### src/rtl/alu_arbiter.sv
// alu_arbiter: shares one 4-bit combinational ALU between two requesters.
// Round-robin arbitration, one transaction in flight, registered responses.

// 4-bit combinational ALU. Opcode 3'b111 is unsupported and yields zero.
module alu (
  input  logic [2:0] op,
  input  logic [3:0] a,
  input  logic [3:0] b,
  output logic [3:0] y
);

  // Opcode decode; ADD/SUB wrap modulo 16 with no carry/borrow out
  always_comb begin
    y = 4'd0;
    case (op)
      3'b000:  y = a + b;
      3'b001:  y = a - b;
      3'b010:  y = a & b;
      3'b011:  y = a | b;
      3'b100:  y = a ^ b;
      3'b101:  y = a;
      3'b110:  y = b;
      default: y = 4'd0;
    endcase
  end

endmodule

module alu_arbiter #(
  parameter int CNT_W = 8
) (
  input  logic             clk,
  input  logic             rst,
  input  logic             req0_valid,
  output logic             req0_ready,
  input  logic [3:0]       req0_a,
  input  logic [3:0]       req0_b,
  input  logic [2:0]       req0_op,
  output logic             rsp0_valid,
  input  logic             rsp0_ready,
  output logic [3:0]       rsp0_data,
  output logic             rsp0_err,
  input  logic             req1_valid,
  output logic             req1_ready,
  input  logic [3:0]       req1_a,
  input  logic [3:0]       req1_b,
  input  logic [2:0]       req1_op,
  output logic             rsp1_valid,
  input  logic             rsp1_ready,
  output logic [3:0]       rsp1_data,
  output logic             rsp1_err,
  output logic             busy,
  output logic [CNT_W-1:0] done_cnt
);

  localparam logic [1:0] S_IDLE = 2'd0;
  localparam logic [1:0] S_EXEC = 2'd1;
  localparam logic [1:0] S_RESP = 2'd2;

  logic [1:0]       state_q, state_d;
  logic             last_grant_q, last_grant_d;
  logic             id_q, id_d;
  logic [3:0]       a_q, a_d;
  logic [3:0]       b_q, b_d;
  logic [2:0]       op_q, op_d;
  logic [3:0]       data_q, data_d;
  logic             err_q, err_d;
  logic [CNT_W-1:0] done_cnt_q, done_cnt_d;

  logic             winner;
  logic             hs0, hs1;
  logic             rsp_hs;
  logic [3:0]       alu_y;

  // ALU sees only the latched operands, never the live request inputs
  alu u_alu (
    .op (op_q),
    .a  (a_q),
    .b  (b_q),
    .y  (alu_y)
  );

  // Winner selection: a lone requester wins; on a tie the one not served last wins
  always_comb begin
    if (req0_valid && req1_valid) winner = ~last_grant_q;
    else                          winner = req1_valid;
  end

  assign req0_ready = (state_q == S_IDLE) && req0_valid && (winner == 1'b0);
  assign req1_ready = (state_q == S_IDLE) && req1_valid && (winner == 1'b1);
  assign hs0        = req0_valid && req0_ready;
  assign hs1        = req1_valid && req1_ready;

  assign rsp0_valid = (state_q == S_RESP) && (id_q == 1'b0);
  assign rsp1_valid = (state_q == S_RESP) && (id_q == 1'b1);
  // Only the granted channel's ready can complete the response
  assign rsp_hs     = (rsp0_valid && rsp0_ready) || (rsp1_valid && rsp1_ready);

  // Result/err are shown only on the channel currently presenting a response
  assign rsp0_data  = rsp0_valid ? data_q : 4'd0;
  assign rsp1_data  = rsp1_valid ? data_q : 4'd0;
  assign rsp0_err   = rsp0_valid & err_q;
  assign rsp1_err   = rsp1_valid & err_q;

  assign busy       = (state_q != S_IDLE);
  assign done_cnt   = done_cnt_q;

  // Next-state logic for the IDLE -> EXEC -> RESP transaction cycle
  always_comb begin
    state_d      = state_q;
    last_grant_d = last_grant_q;
    id_d         = id_q;
    a_d          = a_q;
    b_d          = b_q;
    op_d         = op_q;
    data_d       = data_q;
    err_d        = err_q;
    done_cnt_d   = done_cnt_q;
    case (state_q)
      S_IDLE: begin
        if (hs0) begin
          a_d     = req0_a;
          b_d     = req0_b;
          op_d    = req0_op;
          id_d    = 1'b0;
          state_d = S_EXEC;
        end else if (hs1) begin
          a_d     = req1_a;
          b_d     = req1_b;
          op_d    = req1_op;
          id_d    = 1'b1;
          state_d = S_EXEC;
        end
      end
      S_EXEC: begin
        data_d  = alu_y;
        err_d   = (op_q == 3'b111);
        state_d = S_RESP;
      end
      S_RESP: begin
        if (rsp_hs) begin
          last_grant_d = id_q;
          done_cnt_d   = done_cnt_q + {{(CNT_W-1){1'b0}}, 1'b1};
          state_d      = S_IDLE;
        end
      end
      default: state_d = S_IDLE;
    endcase
  end

  // State registers; reset discards any transaction in flight
  always_ff @(posedge clk) begin
    if (rst) begin
      state_q      <= S_IDLE;
      last_grant_q <= 1'b1;
      id_q         <= 1'b0;
      a_q          <= 4'd0;
      b_q          <= 4'd0;
      op_q         <= 3'd0;
      data_q       <= 4'd0;
      err_q        <= 1'b0;
      done_cnt_q   <= '0;
    end else begin
      state_q      <= state_d;
      last_grant_q <= last_grant_d;
      id_q         <= id_d;
      a_q          <= a_d;
      b_q          <= b_d;
      op_q         <= op_d;
      data_q       <= data_d;
      err_q        <= err_d;
      done_cnt_q   <= done_cnt_d;
    end
  end

endmodule

### config.mk
export PLATFORM = sky130hd
export DESIGN_NAME = alu_arbiter
export DESIGN_NICKNAME = d
export VERILOG_FILES = /design/src/rtl/alu_arbiter.sv
export SDC_FILE = /design/constraint.sdc
export NUM_CORES = 1
export LEC_CHECK = 0
export BUFFER_PORTS_ARGS = -buffer_cell sky130_fd_sc_hd__buf_2
export CORE_MARGIN = 4
export CORE_UTILIZATION = 48
export CTS_CLUSTER_DIAMETER = 60
export DETAILED_ROUTE_END_ITERATION = 7
export GPL_TIMING_DRIVEN = 1
export PLACE_DENSITY = 0.74
export SLEW_MARGIN = 15
export SYNTH_ARGS = -nofsm -noshare
export SYNTH_HDL_FRONTEND = slang
export SYNTH_HIERARCHICAL = 1
export SYNTH_SLANG_ARGS = --single-unit
export TNS_END_PERCENT = 20
### constraint.sdc
create_clock -name clk -period 2.22 [get_ports clk]
set_input_delay 0.666 -clock clk [delete_from_list [all_inputs] [get_ports clk]]
set_output_delay 0.666 -clock clk [all_outputs]
set_load 0.005 [all_outputs]
# Yosys cells after proc, flatten, opt, wreduce, memory -nomap -nowiden
# Cells that the tools add are included.
[word_totals] ff_bits=28
[classes] eq_ne=11 reduce_logical=19 n_addsub=3 mux=16 bitwise_logic=8
[ops] operator="one-hot mux 4 bit (7 select lines)" n=1
[ops] operator="two-way mux 4 bit" n=6
[ops] operator="== test 3 bit, second input constant" n=4
[ops] operator="logical AND 1 bit" n=11
[ops] operator="adder 8 x 1 -> 8 bit, second input constant" n=1
[ops] operator="== test 3 x 2 -> 1 bit, second input constant" n=2
[ops] operator="two-way mux 2 bit" n=3
[ops] operator="two-way mux 3 bit" n=2
[ops] operator="one-hot mux 2 bit (3 select lines)" n=1
[ops] operator="AND reduction 2 bit" n=3
[ops] operator="adder 4 bit" n=1
[ops] operator="AND 4 bit" n=1
[ops] operator="OR 4 bit" n=1
[ops] operator="nonzero test 2 bit" n=2
[ops] operator="subtractor 4 bit" n=1
[ops] operator="XOR 4 bit" n=1
[ops] operator="== test 3 x 1 -> 1 bit, second input constant" n=1
[ops] operator="zero test 3 bit" n=1
[ops] operator="two-way mux 1 bit" n=3
[ops] operator="!= test 3 bit, second input constant" n=1
[ops] operator="inverter 1 bit" n=3
[ops] operator="AND 1 bit" n=2
[ops] operator="== test 2 x 1 -> 1 bit, second input constant" n=1
[ops] operator="== test 2 bit, second input constant" n=1
[ops] operator="other kinds (3)" n=3

# Logic depth before layout (Yosys ltp)
[logic_depth] word_depth=7 depth_mapped=12 depth_no_buf=12

# By module
# The synthesis kept the hierarchy.
[modules_own_cells] mod="alu_arbiter" seq_area_each_um2=560.5 area_each_um2=1430.1 cells_per_inst=165 n_inst=1
[modules_own_cells] mod="alu" seq_area_each_um2=0.0 area_each_um2=529.3 cells_per_inst=74 n_inst=1

# Worst setup path after synthesis
# No wires, ideal clock.
[synth_path] kind="reg-to-reg" from="register op_q[0]" to="register data_q[3]" setup_slack_ns=-0.225 required_time_ns=2.092 arrival_time_ns=2.318 stages_incl_launch_ff=11 period_less_slack_ns=2.445 path_cell_list="dfxtp_1 -> or3b_4 -> o21ai_0 -> inv_1 -> ha_1 -> nor2b_1 -> o21ai_0 -> a2111oi_0 -> or3b_1 -> mux2i_1 -> nor2_1"
[synth_via] elab_chain_len=2 elab_cells_between_ends=8 cone_classes="eq/ne: 6; mux: 1; reduce/logical: 1"
[synth_rtl] item="start: declaration" line="65" source="logic [2:0] op_q, op_d;"
[synth_rtl] item="start signal: assignment" line="169" source="op_q <= op_d;"
[synth_rtl] item="== test 3 bit, or another cell as far along" line="15" source="case (op)"
[synth_rtl] item="one-hot mux 4 bit (7 select lines) *" line="15"
[synth_rtl] item="named net alu_y[3]" line="73" source="logic [3:0] alu_y;"
[synth_rtl] item="end signal: assignment" line="170" source="data_q <= data_d;"
[synth_rtl] item="end: declaration" line="66" source="logic [3:0] data_q, data_d;"
# Mark *: on every way through the listed nets, which the timed path passes. The rest lies on a longest branch.
# A chain may end at the register's enable or synchronous reset.

# Final worst setup path
[layout_path] from="register op_q[1]" to="register data_q[3]"
# The elaborated chain is that of the path after synthesis.

==> flow_results.org <==
** Run status
- The flow ran to the end, but the final reports show violations.
- Failing checks :: negative setup slack

** STA
- Setup violations remaining at the end of the flow were counted as 1.
- Period Utilization, post-route :: 101%
- Timing would allow up to around 0.45 GHz.
- Final slew viol count :: 0
- Final critical-path required period :: 2.23 ns
- Hold timing on the final database bottoms out at a slack of about 0.47 ns.
- Once routing completed, OpenROAD measured the worst setup slack at -0.0148 ns.
- For the final database, setup skew stands at around 0.0073 ns.
- Unrepaired setup endpoints after global routing :: true
- Headroom to the max-slew limit came out at between 60% and 70%.
- Final hold violation count :: 0
- For the pin with the worst max-slew slack, the measured transition is around 0.51 ns.
- Summed negative setup slack over all endpoints :: -0.0148 ns

** Pwr
- Peak supply drop :: roughly 370 uV
- P_leak :: approximately 1.1 nW
- Post-route total power :: between 1.5 and 2 mW
- Power density cells :: approximately 650 nW/um^2

** Logic synthesis
- The cell area that synthesis handed to floorplanning was about 2000 sq um.
- Synthesis inferred 28 register bits.
- Library cell with the highest instance count after synthesis :: dfxtp_1
- Post-synthesis cell type count :: between 40 and 50
- Counting every net in the synthesized netlist gives 281.
- Synthesis handed over a netlist of between 200 and 250 instances.
- Number of enable flip-flop cells after synthesis :: 0
- Warning count from the yosys run :: 6
- Dividing the synthesized area by the synthesized cell count gives about 8.2 sq um.
- Biggest area contributors in the synthesized netlist :: dfxtp_1, ha_1, a21oi_1, o21ai_0, a311oi_1
- The top cell type by area accounts for 28.6% of the synthesized area.
- Top_reg_cell synth :: dfxtp_1
- dfxtp_1 takes more of the synthesized area than any other cell.
- Counting flops with an async set or reset pin after synthesis yields a share of 0%.
- List of most frequent post-synthesis cells :: dfxtp_1, a21oi_1, o21ai_0, nor2_1
- Sequential share of the synthesized area :: 28.6%

** Global routing
- Number of antenna violations at the first check in global routing :: 0
- Global-route wire length before repair :: ~7.8 mm
- The via count of the first global-routing pass was between 1.5k and 2k.
- Maximum number of pins on one net before global-route repair :: 30
- Overall fraction of global-route tracks in use :: between 10% and 20%
- Overflow left after global routing :: 0

** Clocking
- Clk Latency, worst-skew pair :: 0.28 ns
- TritonCTS clock tree :: done
- Clock buffer depth :: 2
- Clock transition time at the flip-flop clock pins of the worst setup and hold paths :: around 0.10 ns
- Clock tree synthesis selected as its root buffer the cell clkbuf_8.
- Clock Sinks :: 28
- CTS hold repair buffers :: 0
- CTS built an H-tree with a depth of 1.
- Number of clock buffers inserted by TritonCTS :: 3

** Route
- The final layout contains routed wiring with a total length of roughly 4.6 mm.
- The count of nets left with antenna violations once routing finished came out at 0.
- Via-per-instance ratio :: approximately 5.6
- Average wire per cell in the routed design :: around 14 microns
- After the first detailed-routing iteration, the DRC count stood at 115.
- First-pass iteration count of the detailed router :: 4
- DRC violation count after routing :: 0
- Vias after detailed routing :: approximately 1.9k

** Setup path
- STA puts the critical path data required time at 2.38 ns.
- STA puts the critical path data arrival time at ~2.4 ns.
- Category of the critical setup timing path :: reg2reg
- Highest fanout seen on the critical path :: 4
- Kind of start point of the critical path :: flip-flop
- STA classifies the critical path endpoint as a flip-flop.

** Floorplan
- Initial cell density of the core :: approximately half
- The initialized floorplan defines 22 standard-cell rows.
- Number of I/O pins :: 51
- The die is 71.9 microns wide.
- Die height :: between 70 and 80 microns
- The die covers a little over 5000 sq um.
- The core region is roughly 3800 sq um.

** Finish
- Fraction of final layout cells with drive strength greater than 1 :: 29.3%
- The finished cells cover ~2400 sq um.
- 0 antenna diodes ended up in the layout.
- Cells fill a little over three fifths of the core in the end.
- Final nets :: 333
- From synthesis to final layout, the design area changed by 21.3%.

** Flow run
- Across the run, the number of max-cap violations was 0.

** Placement
- Post-detailed-placement cell area :: between 2000 and 2500 sq um
- At the end of routability-driven placement, the weighted congestion stood at 0.818.
- Post-DP HPWL :: approximately 3.5 mm
- Port Buffer Count :: 50

** Worst hold path
- Path class of the lowest-slack min-delay path :: reg2reg
==> worst paths after layout <==
kind	startpoint	cells after the start	slack, ns	end
max reg2reg	op_q[1]	10	-0.01	data_q[3]
min reg2reg	err_q	2	0.47	err_q
min	err_q	2	0.47	err_q
max	op_q[1]	10	-0.01	data_q[3]
==> sequential cells by signal (all words and copies together) (netlist names) <==
name and count:
b_q 4, done_cnt 8, a_q 4, err_q 1
data_q 4, op_q 3, state_q 2, last_grant_q 1
id_q 1
==> per-stage QoR <==
step	worst slack, ns	std cells
2_1_floorplan	0.00740	239
3_3_place_gp	0.0339	333
3_5_place_dp	-0.0290	333
4_1_cts	-0.0413	337
5_1_grt	-0.144	338
6_report	-0.0148	338
==> kinds of logic (layout without fill, tap and decap cells) <==
logic type	Yosys count	after routing	synth area share [%]
and+or+nand+nor	83	83	25.6
AOI/OAI and AO/OA	69	69	21.8
buffers and inverters	31	82	7.34
DFF	28	28	28.6
adders and majority gates	14	14	9.32
muxes	11	11	5.94
xor gates and xnor gates	3	3	1.34
==> cell type report <==
cell class / count / area [sq um]
Fill cell: 353 / 1420
Multi-Input combinational cell: 180 / 1270
Sequential cell: 28 / 564
Timing Repair Buffer: 65 / 363
Tap cell: 48 / 60.1
Inverter: 13 / 48.8
Clock buffer: 3 / 41.3
Clock inverter: 1 / 30.0
==> power breakdown <==
part	switching, mW	internal (mW)
registers	0.0453	0.547
clock network	0.168	0.242
logic	0.288	0.256
==> repair_timing <==
action	CTS	global route
pin swaps	0	4
gates resized for setup	0	5
setup endpoints to repair	1	12
buffers inserted	0	1
cloned	0	0
==> routing by layer <==
layer  vias up  share of wire [%]  GRT usage, %
met5         -                  0             0
met4         0                1.1          6.26
met3         4                5.7          2.35
met2        56                 46          29.9
met1       872                 48          24.7
li1        974                  -             -
==> critical path, stage by stage (launching register included) <==
cell,delay (ns)
dfxtp_1,0.32
or3b_4,0.42
o21ai_2,0.14
inv_1,0.06
ha_1,0.25
nor2b_1,0.14
o21ai_2,0.17
a2111oi_2,0.08
or3b_1,0.36
mux2i_1,0.13
nor2_1,0.05
==> cell usage in the layout, fill, tap and decap left out, types with 5 or more instances in the layout <==
cell and count:
a311oi_1 11, nand3_1 12, inv_1 13, ha_1 13, mux2i_1 8, nand2_1 6
and2_1 7, and3_1 7, o21ai_0 18, buf_2 50, dfxtp_1 25, nand2b_1 5
a21oi_1 23, nor2_1 17, buf_4 15, nor2b_1 7
Power figures use the tool's default switching activity.
